--- config.mk ---
export PLATFORM = sky130hd
export DESIGN_NAME = prga_fifo
export DESIGN_NICKNAME = d
export VERILOG_FILES = /design/src/rtl/prga_fifo.sv
export SDC_FILE = /design/constraint.sdc
export NUM_CORES = 1
export LEC_CHECK = 0
export CORE_MARGIN = 2
export CORE_UTILIZATION = 32
export DETAILED_ROUTE_END_ITERATION = 12
export PLACE_DENSITY = 0.44
export SLEW_MARGIN = 20
export SYNTH_ARGS = -nofsm -noshare
export SYNTH_HDL_FRONTEND = slang
export SYNTH_SLANG_ARGS = --single-unit
--- constraint.sdc ---
create_clock -name clk -period 7.5 [get_ports clk]
set_input_delay 2.25 -clock clk [delete_from_list [all_inputs] [get_ports clk]]
set_output_delay 2.25 -clock clk [all_outputs]
set_load 0.03 [all_outputs]
--- src/rtl/prga_fifo.sv ---
// ---------------------------------------------------------------------------
// prga_fifo
//
// Synchronous single-clock FIFO built on a circular array. The read and write
// pointers carry one extra MSB so that "full" and "empty" can be told apart
// once the pointers wrap.
//
// Two read styles are selected by LOOKAHEAD:
//   LOOKAHEAD = 0 : standard read. An accepted rd loads dout at that edge with
//                   the word at the read pointer; dout holds otherwise.
//   LOOKAHEAD = 1 : first-word-fall-through. A one-word lookahead register
//                   holds the head word with a valid flag; dout shows it and
//                   rd pops it. Capacity is 2^DEPTH_LOG2 + 1 words, and full
//                   reflects the array only.
//
// Ports
//   clk    in   1           rising-edge clock for all state
//   rst    in   1           asynchronous reset, active low
//   full   out  1           no further word can be accepted
//   wr     in   1           write request
//   din    in   DATA_WIDTH  write data, captured with wr
//   empty  out  1           no word available to read
//   rd     in   1           read request (LOOKAHEAD=0) / pop (LOOKAHEAD=1)
//   dout   out  DATA_WIDTH  read data
// ---------------------------------------------------------------------------
module prga_fifo #(
    parameter int DATA_WIDTH = 8,
    parameter int LOOKAHEAD  = 0,
    parameter int DEPTH_LOG2 = 4
) (
    input  logic                  clk,
    input  logic                  rst,
    output logic                  full,
    input  logic                  wr,
    input  logic [DATA_WIDTH-1:0] din,
    output logic                  empty,
    input  logic                  rd,
    output logic [DATA_WIDTH-1:0] dout
);

    localparam int DEPTH = 1 << DEPTH_LOG2;
    localparam int PW    = DEPTH_LOG2 + 1;
    localparam bit LA    = (LOOKAHEAD != 0);

    // Pointer difference that means "array holds DEPTH words": MSBs differ,
    // index bits equal.
    localparam logic [PW-1:0] WRAP_DIFF = {1'b1, {DEPTH_LOG2{1'b0}}};

    // Storage array (contents are intentionally never reset)
    logic [DATA_WIDTH-1:0] mem [DEPTH];

    // Stage 0: array pointers
    logic [PW-1:0]         wptr_p0;
    logic [PW-1:0]         rptr_p0;

    // Stage 1: delayed write pointer, output / lookahead register and valid
    logic [PW-1:0]         wptr_p1;
    logic [DATA_WIDTH-1:0] dout_p1;
    logic                  vld_p1;

    logic                  arr_full;
    logic                  arr_empty;
    logic                  arr_avail;
    logic                  wr_en;
    logic                  arr_rd;
    logic                  pop;

    // Flag / handshake decode, all from the pre-edge state
    always_comb begin
        arr_full  = ((wptr_p0 ^ rptr_p0) == WRAP_DIFF);
        arr_empty = (wptr_p0 == rptr_p0);
        // In lookahead mode a word only becomes fetchable one edge after it
        // was written (compare against the delayed write pointer). Because
        // wptr_p1 never runs ahead of wptr_p0, this can never over-read.
        arr_avail = (wptr_p1 != rptr_p0);

        // Gating with rst keeps the array untouched while reset is held.
        wr_en     = rst && wr && !arr_full;

        pop       = 1'b0;
        arr_rd    = 1'b0;
        empty     = 1'b1;
        if (LA) begin
            // Refill the lookahead register when it is empty or being popped.
            pop    = rd && vld_p1;
            arr_rd = rst && arr_avail && (!vld_p1 || pop);
            empty  = !vld_p1;
        end else begin
            pop    = rd && !arr_empty;
            arr_rd = rst && pop;
            empty  = arr_empty;
        end

        full = arr_full;
        dout = dout_p1;
    end

    // Stage 0 -> array write port
    always_ff @(posedge clk) begin
        if (wr_en) begin
            mem[wptr_p0[DEPTH_LOG2-1:0]] <= din;
        end
    end

    // Stage 0 -> stage 1: pointers, delayed write pointer, read register
    always_ff @(posedge clk or negedge rst) begin
        if (!rst) begin
            wptr_p0 <= '0;
            rptr_p0 <= '0;
            wptr_p1 <= '0;
            vld_p1  <= 1'b0;
            dout_p1 <= '0;
        end else begin
            wptr_p1 <= wptr_p0;

            if (wr_en) begin
                wptr_p0 <= wptr_p0 + PW'(1);
            end

            if (arr_rd) begin
                rptr_p0 <= rptr_p0 + PW'(1);
                dout_p1 <= mem[rptr_p0[DEPTH_LOG2-1:0]];
            end

            // A pop with a simultaneous refill keeps the register valid.
            if (arr_rd) begin
                vld_p1 <= 1'b1;
            end else if (pop) begin
                vld_p1 <= 1'b0;
            end
        end
    end

endmodule

==> impl_metrics.tcl, run 1 <==
set metrics [dict create \
    outcome "finished clean" \
    synth_compound_area_share_pct 3.34 \
    area_delta_synth_final_pct 17.8 \
    grt_usage_pct 14.1 \
    cts_buffer_depth 2 \
    vias 2876 \
    ant_nets 0 \
    synth-simple-area-share_pct 4.43 \
    ys_seq_elements 146 \
    slowest_stage "clkdlybuf4s50_1" \
    synth-adder-area-share_pct 1.04 \
    cts_resized 0 \
    synth_xor_area_share_pct 2.05 \
    viasPerCell 4.97 \
    antenna_found_initial 0 \
    yosys_warnings 0 \
    top_layer "met4" \
    htreeDepth 4 \
    cts_made_buffers 17 \
    clk_latency_ps 420 \
    period_minus_slack_ps 5070 \
    num_rows 50 \
    cp_max_fo 43 \
    ys_types 33 \
    seq_area_frac_synth_pct 71.7 \
    fp.dieH_um 141 \
    cts.sinks 146 \
    crit_path_max_incr_delay_ps 660 \
    crit_path_cell_trace "buf_4, xor2_1, nor4_4, and2_1, clkdlybuf4s50_1" \
    drtPass1Iterations 4 \
    multi_input_area_mm2 0.00161 \
    nNetsFinal 349 \
    p_leak_nw 2.40 \
    start_util_pct 32.4 \
    setup_tns_ps 0 \
    fmax_mhz 197 \
    grt_pass1_wl_um 19400 \
    end_kind "output port" \
    drc_errors 0 \
    setup_viol 0 \
    postCtsSetupBuffers 0 \
    irDropWorstVdd_mv 0.160 \
    p_per_area_mw_per_mm2 385 \
    port_buffers 21 \
    fillers 1711 \
    hpwlAfterDp_um 8050 \
    dr.first_iter.drc_count 221 \
    die-area_mm2 0.0198 \
    rsz0062_at_grt "no" \
    syn_nets 321 \
    fp.coreArea_mm2 0.0185 \
    fin_crit_sh_pct 67.7 \
    power_mw 2.71 \
    skew_ps 10.1 \
    synth_top_family_by_area "multiplexers" \
    synth_top_cell_by_area "edfxtp_1" \
    synth_area_leaders "edfxtp_1 64%, dfrtp_1 7.5%, mux4_2 6.8%" \
    grt_max_degree 44 \
    wl_per_cell_um 22.4 \
    grt_pass1_vias 2953 \
    hold_viol 0 \
    drive_gt1_share_pct 22.9 \
    io_pins 22 \
    cap_viol_max_count 0 \
    holdCritPathClass "reg -> reg" \
    antennaDiodeCount 0 \
    grt_overflow 0 \
    slew_headroom_pct 34.2 \
    cts.clk_slew.worst_paths_ps 60 \
    cts-root-buf "clkbuf_16" \
    cp.required_ps 5250 \
    met2_length_um 6470 \
    synth_mux_area_share_pct 15.5 \
    synthesis.area_mm2 0.00599 \
    syn_inst 304 \
    critical_path_class "reg -> out" \
    drt-total-wl_um 13000 \
    syn_avg_cell_area_um2 19.7 \
    slew_viol_final 0 \
    ctsHoldBuffers 0 \
    start_kind "flip-flop" \
    final-seq-area_mm2 0.00430 \
    worst_pin_slew_ps 985 \
    cp_data_arrival_time_ps 2820 \
    drt-met1-wl_um 5900 \
    route.met3.wl_um 433 \
    die_w_um 141 \
    yosys.area.top_type_share_pct 64.2 \
    place_congestion 0.701 \
    cts_tree "done" \
]
## state kept, by name, summed over array words and instances, names as in the netlist
register / flops
mem: 128
dout: 8
rptr_p0: 5
wptr_p0: 5
## cell type report
class,instances,share of cell area (%)
clock buffer,17,6.03
tap,234,4.15
timing repair buffer,27,3.62
inverter,5,0.266
sequential,146,60.9
clock inverter,15,2.23
multi-input combinational,135,22.8
## synthesized netlist by cell type (all sizes together)
cell / number
a2111oi: 1
a211oi: 5
a21oi: 2
a221oi: 8
a22o: 8
and2: 2
and4: 3
and4b: 8
buf: 13
clkbuf: 5
dfrtp: 18
edfxtp: 128
ha: 5
inv: 5
mux2: 18
mux2i: 16
mux4: 24
nand2: 3
nand2b: 8
nand3: 3
nor2: 1
nor2b: 1
nor4: 1
nor4b: 1
nor4bb: 3
xnor2: 3
xor2: 11
## placed cells by master, fill, tap and decap left out, types with 5 or more instances in the layout
cell,netlist,routed
edfxtp_1,128,128
clkdlybuf4s50_1,0,21
mux4_2,18,18
mux2_2,17,17
clkbuf_16,0,17
mux2i_1,16,16
dfrtp_1,18,16
xor2_1,11,11
and4b_1,8,8
nand2b_1,8,8
a221oi_1,8,8
a22o_1,8,8
mux4_1,6,6
buf_4,0,6
inv_1,5,5
ha_1,5,5
## final timing paths
check / to / slack (ps) / start / cells past startpoint
max in group asynchronous: rptr_p0[2]$_DFFE_PN0P_ / 5090 / rst / 2
setup reg to reg: mem[0][0]$_DFFE_PP_ / 4600 / rptr_p0[2]$_DFFE_PN0P_ / 6
min in group asynchronous: dout[6]$_DFFE_PN0P_ / 2180 / rst / 2
setup / recovery: full / 2430 / rptr_p0[2]$_DFFE_PN0P_ / 5
hold reg to reg: dout[3]$_DFFE_PN0P_ / 510 / dout[3]$_DFFE_PN0P_ / 1
hold / removal: dout[3]$_DFFE_PN0P_ / 510 / dout[3]$_DFFE_PN0P_ / 1
## power breakdown
part           switching [mW]  leakage [nW]  internal (mW)
sequential             0.0854          1.36          0.973
combinational           0.447         0.752          0.378
clock                   0.337         0.280          0.492
## critical path, delay by kind of cell, from the launching register on
kind	cells	cell delay, ps
xor gates and xnor gates	1	200
buffers and inverters	2	1210
DFF	1	330
and+or+nand+nor	2	650
## per-stage QoR
step | setup WS [ps] | util (%) | area [um^2] | instances | hold WS, ps
2_1_floorplan | 3300 | - | 5990 | 304 | 498
3_3_place_gp | 2750 | 34.9 | 6460 | 547 | 494
3_5_place_dp | 2670 | 34.9 | 6460 | 547 | 499
4_1_cts | 2340 | 38.1 | 7050 | 579 | 517
5_1_grt | 2200 | 38.1 | 7060 | 579 | 537
6_report | 2430 | 38.1 | 7060 | 579 | 514
## kinds of logic after synthesis
logic type	after synthesis
AND/OR/NAND/NOR	34
adder cells (fa/ha/maj)	5
flip-flops	146
buffers and inverters	23
multiplexers	58
XOR/XNOR	14
AO/OA/AOI/OAI	24
## routing by layer
metal | up-vias | track usage (%)
li1 | 1311 | -
met1 | 1511 | 18.8
met2 | 43 | 22.4
met3 | 11 | 3.23
met4 | 0 | 5.68
met5 | - | 0
Power figures use the tool's default switching activity.
==> run 2, diff against run 1 <==
==> constraint.sdc (replaced) <==
create_clock -name clk -period 4.95 [get_ports clk]
set_input_delay 1.485 -clock clk [delete_from_list [all_inputs] [get_ports clk]]
set_output_delay 1.485 -clock clk [all_outputs]
set_load 0.03 [all_outputs]
==> impl_metrics.tcl, run 2 (same netlist as run 1, synthesis figures left out) <==
set metrics [dict create \
    outcome "finished clean" \
    cp_data_arrival_time_ps 2770 \
    start_kind "flip-flop" \
    holdCritStartpoint "dout[6]$_DFFE_PN0P_" \
    port_buffers 21 \
    cts-root-buf "clkbuf_16" \
    antenna_found_initial 0 \
    cts_made_buffers 17 \
    worst_pin_slew_ps 869 \
    dr.first_iter.drc_count 178 \
    cp.required_ps 3460 \
    slew_viol_final 0 \
    slew_headroom_pct 42.0 \
    p_per_area_mw_per_mm2 574 \
    cap_viol_max_count 0 \
    grt_overflow 0 \
    fp.dieH_um 141 \
    holdCritPathClass "reg -> reg" \
    hpwlAfterDp_um 8140 \
    grt_pass1_vias 3007 \
    ctsHoldBuffers 0 \
    skew_ps 9.00 \
    crit_path_cell_trace "xor2_1, nor4_4, and2_1, clkdlybuf4s50_1" \
    grt_usage_pct 13.9 \
    crit_path_max_incr_delay_ps 750 \
    irDropWorstVdd_mv 0.250 \
    fp.coreArea_mm2 0.0185 \
    area_delta_synth_final_pct 17.4 \
    largest_reg_flops 128 \
    period_minus_slack_ps 4260 \
    slowest_stage "dfrtp_1" \
    antennaDiodeCount 0 \
    die_w_um 141 \
    fin_cells 582 \
    fin_crit_sh_pct 86.0 \
    cp_max_fo 19 \
    num_rows 50 \
    setup.worst_path.start "rptr_p0[3]$_DFFE_PN0P_" \
    cts_resized 0 \
    cts.clk_slew.worst_paths_ps 60 \
    crit_buf_inv 1 \
    drive_gt1_share_pct 23.9 \
    start_util_pct 32.4 \
    setup_viol 0 \
    fillers 1718 \
    reg2reg_from "rptr_p0[1]$_DFFE_PN0P_" \
    p_leak_nw 2.38 \
    postCtsSetupBuffers 0 \
    final_common_cell "edfxtp_1" \
    die-area_mm2 0.0198 \
    hold_viol 0 \
    drtPass1Iterations 4 \
    fmax_mhz 235 \
    grt_max_degree 43 \
    drt-total-wl_um 12900 \
    critical_path_class "reg -> out" \
    end_kind "output port" \
    dp.cells 550 \
    wl_per_cell_um 22.2 \
    final_cell_mix "128 x edfxtp_1, 21 x clkdlybuf4s50_1, 18 x mux4_2" \
    cts_tree "done" \
    ant_nets 0 \
    cts.sinks 146 \
    rsz0062_at_grt "no" \
    vias 2856 \
    viasPerCell 4.91 \
    setup_tns_ps 0 \
    cp_top_family "flip-flops" \
    clk_latency_ps 420 \
    place_congestion 0.700 \
    cts_buffer_depth 2 \
    io_pins 22 \
    nNetsFinal 352 \
    htreeDepth 4 \
    grt_pass1_wl_um 19400 \
    drc_errors 0 \
]
[run 2: per-layer routing]
metal / track usage (%) / vias to the layer above / part of all wire (%)
met3: 3.40 / 13 / 2.5
li1: - / 1306 / -
met5: 0 / - / 0
met4: 4.89 / 0 / 1.3
met2: 22.1 / 40 / 49
met1: 18.8 / 1497 / 48
[run 2: path summary, 6_finish.rpt]
| check | endpoint | slack [ps] | cells past startpoint |
|---|---|---|---|
| setup / recovery | full | 690 | 4 |
| hold / removal | dout[6]$_DFFE_PN0P_ | 510 | 1 |
| setup reg to reg | dout[3]$_DFFE_PN0P_ | 2420 | 5 |
| hold reg to reg | dout[6]$_DFFE_PN0P_ | 510 | 1 |
| max in group asynchronous | rptr_p0[2]$_DFFE_PN0P_ | 3310 | 2 |
| min in group asynchronous | dout[1]$_DFFE_PN0P_ | 1400 | 2 |
[run 2: area by class of cell]
cell class	instances	area, um^2	share of cell area (%)
Timing Repair Buffer	30	278	3.95
Tap cell	234	293	4.16
Clock inverter	14	118	1.67
Multi-Input combinational cell	135	1600	22.8
Inverter	5	18.8	0.267
Sequential cell	146	4300	61.1
Clock buffer	18	429	6.10
[run 2: stage by stage]
stage          instance area (um^2)  setup slack, ps  total power, mW  util [%]  hold slack [ps]
5_1_grt                        7030              571             4.24      38.0              524
3_3_place_gp                   6490             1150             2.92      35.0              490
4_1_cts                        7030              677             4.10      38.0              515
3_5_place_dp                   6490             1140             2.91      35.0              497
6_report                       7030              693             4.04      38.0              508
2_1_floorplan                  5990             1520             2.50         -              498
[run 2: power by group]
group          internal [mW]  switching [mW]  leakage [nW]
registers               1.47           0.129          1.36
logic                  0.573           0.681         0.763
clock network          0.686           0.496         0.253
total                   2.73            1.31          2.38
